<file path="src/rtl/onchip_mem_stream_loader_pkg.sv">
`default_nettype none
// ============================================================================
// onchip_loader_pkg : shared types and helpers for the on-chip RAM loader
// Rev 1.0 - initial release
// ============================================================================
package onchip_loader_pkg;

    localparam int unsigned c_addr_w_default = 14;
    localparam int unsigned c_depth_default  = 10120;

    typedef enum logic [2:0] {
        S_IDLE  = 3'd0,
        S_PACK  = 3'd1,
        S_WRITE = 3'd2,
        S_DRAIN = 3'd3,
        S_DONE  = 3'd4
    } state_t;

    // Byte lanes covered by the first `count` bytes of a little-endian word
    function automatic logic [3:0] be_from_count(input logic [2:0] count);
        case (count)
            3'd1:    return 4'b0001;
            3'd2:    return 4'b0011;
            3'd3:    return 4'b0111;
            3'd4:    return 4'b1111;
            default: return 4'b0000;
        endcase
    endfunction

endpackage
`default_nettype wire

</file>
<file path="src/rtl/onchip_mem_stream_loader_packer.sv">
`default_nettype none
// ============================================================================
// byte_word_packer : little-endian byte-to-word packer with lane tracking
// Rev 1.0 - initial release
// ============================================================================
module byte_word_packer
    import onchip_loader_pkg::*;
(
    input  logic        clk,
    input  logic        reset_n,
    input  logic        clear,
    input  logic        push,
    input  logic [7:0]  in_byte,
    output logic [1:0]  lane,
    output logic [31:0] data_next,
    output logic [3:0]  be_next
);

    logic [1:0]  r_lane;
    logic [31:0] r_data;

    // data_next/be_next describe the word as it would be with in_byte included
    always_comb begin
        data_next                      = r_data;
        data_next[{r_lane, 3'b000} +: 8] = in_byte;
        be_next                        = be_from_count({1'b0, r_lane} + 3'd1);
    end

    always_ff @(posedge clk or negedge reset_n) begin
        if (!reset_n) begin
            r_lane <= 2'd0;
            r_data <= 32'd0;
        end else if (clear) begin
            r_lane <= 2'd0;
            r_data <= 32'd0;
        end else if (push) begin
            r_lane <= r_lane + 2'd1;
            r_data <= data_next;
        end
    end

    assign lane = r_lane;

endmodule
`default_nettype wire

</file>
<file path="src/rtl/onchip_mem_stream_loader.sv">
`default_nettype none
// ============================================================================
// onchip_mem_stream_loader : packs a byte stream into words and writes them
// to consecutive on-chip RAM addresses from a programmed base.
// Rev 1.0 - initial release
// ============================================================================
module onchip_mem_stream_loader
    import onchip_loader_pkg::*;
#(
    parameter int unsigned ADDR_W = c_addr_w_default,
    parameter int unsigned DEPTH  = c_depth_default
)
(
    input  logic              clk,
    input  logic              reset_n,
    input  logic              start,
    input  logic [ADDR_W-1:0] base_addr,
    input  logic [ADDR_W-1:0] max_words,
    input  logic [7:0]        in_data,
    input  logic              in_valid,
    input  logic              in_last,
    output logic              in_ready,
    output logic [ADDR_W-1:0] mem_address,
    output logic [3:0]        mem_byteenable,
    output logic              mem_chipselect,
    output logic              mem_write,
    output logic [31:0]       mem_writedata,
    output logic              mem_clken,
    output logic              busy,
    output logic              done,
    output logic              err_overflow,
    output logic [ADDR_W-1:0] words_written
);

    state_t            r_state;
    state_t            w_next;
    logic [ADDR_W-1:0] r_base;
    logic [ADDR_W-1:0] r_max;
    logic [ADDR_W-1:0] r_words;
    logic [ADDR_W-1:0] r_mem_address;
    logic [31:0]       r_mem_writedata;
    logic [3:0]        r_mem_byteenable;
    logic              r_err;
    logic              r_last;

    logic [1:0]        w_lane;
    logic [31:0]       w_data_next;
    logic [3:0]        w_be_next;
    logic [ADDR_W:0]   w_sum;
    logic              w_start;
    logic              w_accept;
    logic              w_ovf;
    logic              w_push;
    logic              w_clear;

    assign w_start  = (r_state == S_IDLE) && start;
    assign w_accept = (r_state == S_PACK) && in_valid;
    // One extra bit so base + count near the top of the address space cannot wrap
    assign w_sum    = {1'b0, r_base} + {1'b0, r_words};
    assign w_ovf    = (w_lane == 2'd0) &&
                      ((r_words == r_max) || (w_sum >= (ADDR_W+1)'(DEPTH)));
    assign w_push   = w_accept && !w_ovf;
    assign w_clear  = w_start || (r_state == S_WRITE);

    byte_word_packer u_packer (
        .clk       (clk),
        .reset_n   (reset_n),
        .clear     (w_clear),
        .push      (w_push),
        .in_byte   (in_data),
        .lane      (w_lane),
        .data_next (w_data_next),
        .be_next   (w_be_next)
    );

    always_ff @(posedge clk or negedge reset_n) begin
        if (!reset_n) r_state <= S_IDLE;
        else          r_state <= w_next;
    end

    always_comb begin
        w_next = r_state;
        case (r_state)
            S_IDLE:  if (start) w_next = S_PACK;
            S_PACK: begin
                if (in_valid) begin
                    if (w_ovf)                         w_next = in_last ? S_DONE : S_DRAIN;
                    else if (w_lane == 2'd3 || in_last) w_next = S_WRITE;
                end
            end
            S_WRITE: w_next = r_last ? S_DONE : S_PACK;
            S_DRAIN: if (in_valid && in_last) w_next = S_DONE;
            S_DONE:  w_next = S_IDLE;
            default: w_next = S_IDLE;
        endcase
    end

    always_comb begin
        in_ready       = 1'b0;
        busy           = 1'b1;
        done           = 1'b0;
        mem_chipselect = 1'b0;
        mem_write      = 1'b0;
        case (r_state)
            S_IDLE:          busy = 1'b0;
            S_PACK, S_DRAIN: in_ready = 1'b1;
            S_WRITE: begin
                mem_chipselect = 1'b1;
                mem_write      = 1'b1;
            end
            S_DONE:          done = 1'b1;
            default:         ;
        endcase
    end

    // Write address/data/lanes are loaded as the last byte of a word is accepted
    always_ff @(posedge clk or negedge reset_n) begin
        if (!reset_n) begin
            r_base           <= '0;
            r_max            <= '0;
            r_words          <= '0;
            r_err            <= 1'b0;
            r_last           <= 1'b0;
            r_mem_address    <= '0;
            r_mem_writedata  <= 32'd0;
            r_mem_byteenable <= 4'd0;
        end else begin
            if (w_start) begin
                r_base  <= base_addr;
                r_max   <= max_words;
                r_words <= '0;
                r_err   <= 1'b0;
            end
            if (w_accept && w_ovf)
                r_err <= 1'b1;
            if (w_push && (w_next == S_WRITE)) begin
                r_mem_address    <= r_base + r_words;
                r_mem_writedata  <= w_data_next;
                r_mem_byteenable <= w_be_next;
                r_last           <= in_last;
            end
            if (r_state == S_WRITE)
                r_words <= r_words + 1'b1;
        end
    end

    assign mem_address    = r_mem_address;
    assign mem_writedata  = r_mem_writedata;
    assign mem_byteenable = r_mem_byteenable;
    assign mem_clken      = 1'b1;
    assign err_overflow   = r_err;
    assign words_written  = r_words;

endmodule
`default_nettype wire

</file>
<file path="config.mk">
export PLATFORM = sky130hd
export DESIGN_NAME = onchip_mem_stream_loader
export DESIGN_NICKNAME = d
export VERILOG_FILES = /design/src/rtl/onchip_mem_stream_loader_pkg.sv /design/src/rtl/onchip_mem_stream_loader_packer.sv /design/src/rtl/onchip_mem_stream_loader.sv
export SDC_FILE = /design/constraint.sdc
export NUM_CORES = 1
export LEC_CHECK = 0
export ABC_AREA = 1
export BUFFER_PORTS_ARGS = -buffer_cell sky130_fd_sc_hd__buf_2
export CORE_UTILIZATION = 30
export DETAILED_ROUTE_END_ITERATION = 12
export GPL_ROUTABILITY_DRIVEN = 0
export GPL_TIMING_DRIVEN = 1
export PLACE_DENSITY_LB_ADDON = 0.2
export RECOVER_POWER = 50
export SLEW_MARGIN = 30
export SYNTH_ARGS = -nofsm -noshare
export SYNTH_HDL_FRONTEND = slang
export SYNTH_SLANG_ARGS = --single-unit
</file>
<file path="constraint.sdc">
create_clock -name clk -period 2.9 [get_ports clk]
set_input_delay 0.145 -clock clk [delete_from_list [all_inputs] [get_ports clk]]
set_output_delay 0.145 -clock clk [all_outputs]
set_load 0.03 [all_outputs]
</file>
# Word-level counts from Yosys, hierarchy flattened

Index checks and enable logic that the tools add are counted.

Word-level logic and storage cells: 70
Flip-flop bits (word level): 131
Input port bits: 41

$lt $le $gt $ge: 1
Reductions and logical operators: 17
Multiplexer cells: 22
Shift operators: 2
Equal/unequal tests: 11
Add/subtract/negate cells: 6

Operator list:

| cell                   | number |
|---|---|
| $mux 32                | 2 |
| $bwmux 32              | 1 |
| $shift 8x7->32 const A | 1 |
| $shiftx 8x7->32        | 1 |
| $mux 14                | 2 |
| $mux 3                 | 7 |
| $pmux 4 s4             | 1 |
| $add 14x14->15         | 1 |
| $eq 3x2->1 const B     | 5 |
| $ge 15x14->1 const B   | 1 |
| $add 14x1->14 const B  | 1 |
| $add 14x14->14         | 1 |
| $eq 14x14->1           | 1 |
| $pmux 3 s4             | 1 |
| $logic_and 1x1->1      | 7 |
| $neg 5->7              | 1 |
| $eq 3x1->1 const B     | 2 |
| $eq 3x3->1 const B     | 2 |
| $mux 1                 | 6 |
| $reduce_bool 2->1      | 3 |
| $mux 2                 | 2 |
| $add 2x1->3 const B    | 1 |
| $logic_not 3->1        | 1 |
| $logic_or 1x1->1       | 3 |
| 5 further kinds        | 5 |

# Logic depth before layout (Yosys ltp)

Depth after elaboration: 9
Gate-level depth with buffers: 22
Mapped depth without buffers: 20

# Hierarchy

From an unflattened synthesis, not the netlist that was laid out.

Cells, all modules: 980
Area, all modules: 7260.7 sq um

By module, submodules not included:

| module                   | seq. area each (sq um) | times used | cells each | area an instance (sq um) |
|---|---|---|---|---|
| onchip_mem_stream_loader | 2427.3                 | 1          | 671        | 5161.2 |
| byte_word_packer         | 850.8                  | 1          | 309        | 2099.5 |

# Worst setup path before layout

No wires, ideal clock.

Kind: register to register
From: register r_words[0] (netlist: words_written[0])
To: register r_mem_writedata[10] (netlist: mem_writedata[10])
Cell stages (with the launch flop): 20
Setup slack: 0.138 ns
Arrival: 2.643 ns
Data required time: 2.781 ns
Library setup time: 0.119 ns
Path buffers: 1
Clock period less this slack: 2.762 ns
Path through: dfrtp_1 > ha_1 > fa_1 > nand2_1 > nand2_1 > nand3_1 > nand2_1 > nand3_1 > nand2_1 > nand2_1 > nand2_1 > nor2_1 > nand2_1 > nand2_1 > nand2_2 > nand2_2 > o2111ai_2 > buf_2 > nand2_1 > nand2_1

Cells in the longest elaborated chain, start to end: 9

RTL lines:

| item                     | line                            | text |
|---|---|---|
| start: declaration       | onchip_mem_stream_loader.sv:39  | `logic [ADDR_W-1:0] r_words;` |
| start signal: assignment | onchip_mem_stream_loader.sv:143 | `r_words <= r_words + 1'b1;` |
| $add 14x14->15           | onchip_mem_stream_loader.sv:59  | `assign w_sum = {1'b0, r_base} + {1'b0, r_words};` |
| $ge 15x14->1             | onchip_mem_stream_loader.sv:61  | `((r_words == r_max) \|\| (w_sum >= (ADDR_W+1)'(DEPTH)));` |
| $logic_or 1x1->1 *       | onchip_mem_stream_loader.sv:61  |  |
| $logic_and 1x1->1 *      | onchip_mem_stream_loader.sv:60  | `assign w_ovf = (w_lane == 2'd0) &&` |
| $mux 3                   | onchip_mem_stream_loader.sv:87  | `if (w_ovf) w_next = in_last ? S_DONE : S_DRAIN;` |
| $mux 3                   | onchip_mem_stream_loader.sv:86  | `if (in_valid) begin` |
| $pmux 3 s4               | onchip_mem_stream_loader.sv:83  | `case (r_state)` |
| $eq 3x2->1               | onchip_mem_stream_loader.sv:136 | `if (w_push && (w_next == S_WRITE)) begin` |
| $logic_and 1x1->1 *      | onchip_mem_stream_loader.sv:136 |  |
| end signal: assignment   | onchip_mem_stream_loader.sv:138 | `r_mem_writedata <= w_data_next;` |
| end: declaration         | onchip_mem_stream_loader.sv:41  | `logic [31:0] r_mem_writedata;` |

Mark *: on every way between the ends. The rest lies on a longest branch, timed or not.
A chain may end at the register's enable or synchronous reset.

# Worst setup path in the final report

From: register r_words[0] (netlist: words_written[0])
To: register r_mem_byteenable[2] (netlist: mem_byteenable[2])

Cells in the longest elaborated chain, start to end: 9

RTL lines:

| item                   | line                            | text |
|---|---|---|
| $add 14x14->15         | onchip_mem_stream_loader.sv:59  |  |
| $ge 15x14->1           | onchip_mem_stream_loader.sv:61  |  |
| $logic_or 1x1->1 *     | onchip_mem_stream_loader.sv:61  |  |
| $logic_and 1x1->1 *    | onchip_mem_stream_loader.sv:60  |  |
| $mux 3                 | onchip_mem_stream_loader.sv:87  |  |
| $mux 3                 | onchip_mem_stream_loader.sv:86  |  |
| $pmux 3 s4             | onchip_mem_stream_loader.sv:83  |  |
| $eq 3x2->1             | onchip_mem_stream_loader.sv:136 |  |
| $logic_and 1x1->1 *    | onchip_mem_stream_loader.sv:136 |  |
| end signal: assignment | onchip_mem_stream_loader.sv:139 | `r_mem_byteenable <= w_be_next;` |
| end: declaration       | onchip_mem_stream_loader.sv:42  | `logic [3:0] r_mem_byteenable;` |

Marks and branches as above.

==> flow_summary_export.csv <==
group,metric,value,unit
placed_design,post-place-ws,0.0805,ns
finish,antennaDiodeCount,0,
floorplanning,die_area,0.0240,mm2
global_routing,antenna_found_initial,0,
pwr,p_leak,4.62,nW
run,cap_viol_max_count,1,
floorplanning,core,0.0228,mm2
cts,cts.sinks,131,
cts,root_buffer,"clkbuf_16",
pwr,p_seq_share,29.8,%
setup_path,path_class,"flip-flop to flip-flop",
route,wl_met3,1100,um
pwr,clkPwrFrac,23.8,%
yosys,synth_area_leaders,"dfrtp_1 47%, nand2_1 17%, inv_1 6.0%, nand4_1 5.4%, ha_1 4.1%",
timing,hold_viol,0,
yosys,ys_seq_elements,131,
route,drtAntennaViolNets,0,
pwr,power_density,1030,mW/mm2
route,drc_errors,0,
finish,nFillCells,2379,
route,wl_met2,8750,um
yosys,syn_area,0.00703,mm2
route,initialDrtViolationCount,396,
setup_path,cp.arrival,3.10,ns
route,wl_per_cell,14.8,um
finish,final_cells,1383,
route,route.final.wire_length,20500,um
yosys,async_flop_share,100,%
timing,fin_crit,2.75,ns
route,topRoutingLayerUsed,"met4",
timing,fmax,364,MHz
cts,cts_tree,"built",
timing,setup_viol,0,
timing,final_max_slew_viol_count,66,
outcome,status,"complete, but fails checks",
pwr,switching_power,4.28,mW
yosys,synth_flop_cell,"dfrtp_1",
cts,numCtsBuffers,17,
global_routing,grt_pass1_vias,6257,
floorplanning,rows,55,
timing,skew,0.0133,ns
route,firstDrtPassIters,7,
route,dr_total_vias,6417,
pwr,combPwrFrac,46.4,%
finish,num-nets-final,1122,
route,wl_met1,10500,um
finish,syn_to_final_growth,28.3,%
yosys,syn_area_per_cell,7.77,um2
yosys,netlist.area_leader.share,46.7,%
finish,drive_gt1_share,15.4,%
global_routing,grt-ovfl-total,0,
yosys,yosysTopAreaCell,"dfrtp_1",
yosys,synth_edf_count,0,
floorplanning,die_h,155,um
pwr,power_switching_share,45.9,%
hold_path,hold_class,"input port to flip-flop",
setup_path,startpoint_type,"flip-flop",
placed_design,hpwl,14300,um
timing,fin_tns_setup,0,ns
yosys,syn_nets,969,
floorplanning,io_pins,112,
setup_path,cp_max_fo,22,
cts,clock_latency,0.42,ns
outcome,violations,"max-capacitance violations, max-slew violations",
yosys,ys.warnings.count,0,
yosys,ys_types,41,
route,viasPerCell,4.64,
timing,fin_hold_ws,0.0471,ns
timing,post-route-worst-setup-slack,0.151,ns
global_routing,track_usage,17.5,%
cts,clockBufferDepth,2,
yosys,synth.top_cells.by_count,"319 x nand2_1, 131 x dfrtp_1, 112 x inv_1",
yosys,seq_area_frac_synth,46.7,%
placed_design,post-place-cells,1315,
yosys,yosysMostFrequentCell,"nand2_1",
setup_path,end_kind,"flip-flop",
yosys,synthCells,904,
cts,h-tree-depth,4,
cts,clk_pin_slew,0.06,ns
timing,tightestPinTransition,1.78,ns
global_routing,grt_start_max_net_pins,66,
pwr,peakVddDrop,0.599,mV
pwr,p_int,5.05,mW
floorplanning,start_util,30.8,%
timing,period_share,94.8,%
pwr,p_total,9.33,mW
timing,relSlewSlack,-18.6,%
setup_path,required,3.25,ns
global_routing,grt_pass1_wl,33200,um
floorplanning,die_w,155,um
placed_design,port_buffers,110,
==> worst max-delay path: stages, from the launching register on <==
cell      delay (ns)
dfrtp_1         0.39
ha_1            0.23
fa_2            0.35
nand2_1         0.07
nand2_1         0.11
nand3_2         0.12
nand2_1         0.07
nand3_1         0.09
nand2_1         0.07
nand2_1         0.06
nand2_1         0.08
nor2_1          0.09
nand2_1         0.05
nand2_1         0.09
nand2_4         0.09
a21boi_4        0.19
buf_4           0.16
buf_12          0.15
nand4_1         0.13
nand2_1         0.09
==> cell type report <==
| cell class | instances | area [um2] | share of cell area (%) |
|---|---|---|---|
| clock inverters | 14 | 165 | 1.83 |
| inverters | 114 | 428 | 4.75 |
| well taps | 313 | 392 | 4.34 |
| multi-input cells | 617 | 3140 | 34.9 |
| flip-flops and latches | 131 | 3280 | 36.4 |
| clock buffers | 18 | 439 | 4.87 |
| repair buffers | 176 | 1170 | 13.0 |
==> layout by cell type, fill, tap and decap left out, types with 5 or more instances in the layout <==
master,count
nand2_1,318
dfrtp_1,131
buf_12,5
inv_1,112
ha_1,22
o32ai_1,5
nor3_1,5
o21ai_1,27
nand2_2,7
inv_6,5
nor2_1,36
o21ai_0,18
xnor2_1,6
clkbuf_1,44
clkbuf_16,19
buf_2,69
or2_2,8
a21oi_1,13
dlygate4sd3_1,29
nand3_1,29
nand4_1,61
o22ai_1,28
buf_4,20
==> power groups by stage <==
stage	sequential [mW]	clock, mW	combinational (mW)
floorplan	3.37	0	2.30
global placement	2.81	0	4.17
detailed placement	2.81	0	4.18
CTS	2.78	2.26	4.23
global route	2.86	2.35	4.79
finish	2.78	2.22	4.33
==> metal layers <==
layer,global-route usage (%),up-vias
met5,0,-
met4,4.71,0
met3,4.48,11
met2,25.6,149
met1,25.3,3019
li1,-,3238
==> registers in the layout (all words and copies together), names as in the netlist <==
register	cells
r_base	14
r_max	14
mem_address	14
mem_byteenable	4
r_last	1
r_state	3
mem_writedata	32
u_packer.lane	2
words_written	14
u_packer.r_data	32
err_overflow	1
==> logic make-up (layout without fill, tap and decap cells) <==
group           after synthesis  after routing  synth area share, %
simple gates                477            477                 29.1
buf+inv                     156            322                 9.63
flops                       131            131                 46.7
compound gates              104            104                 8.80
fa+ha+maj                    24             24                 4.38
xor+xnor                     10             10                 1.25
other cells                   1              1               0.0534
mux                           1              1                0.142
==> repair_timing <==
item	CTS	global route
buffers inserted	0	4
hold endpoints to repair	88	0
resized for setup	0	24
hold buffers	29	0
endpoints found under the setup margin	0	86
==> per-stage QoR <==
step	utilization (%)	cell area (um2)
detailed placement	35.2	8030
global placement	35.2	8030
global route	39.6	9010
finish	39.6	9010
floorplan	-	7030
CTS	39.2	8920
==> path summary, 6_finish.rpt <==
path | startpoint | to | slack, ns | cells after the start
min | in_last | r_last | 0.05 | 3
max | words_written[0] | mem_byteenable[2] | 0.15 | 19
min in group asynchronous | reset_n | r_max[9] | 0.72 | 2
max in group asynchronous | reset_n | u_packer.r_data[24] | 0.64 | 3
min reg2reg | mem_writedata[2] | mem_writedata[2] | 0.48 | 2
max reg2reg | words_written[0] | mem_byteenable[2] | 0.15 | 19
No activity file was read; power rests on OpenSTA's default activity.
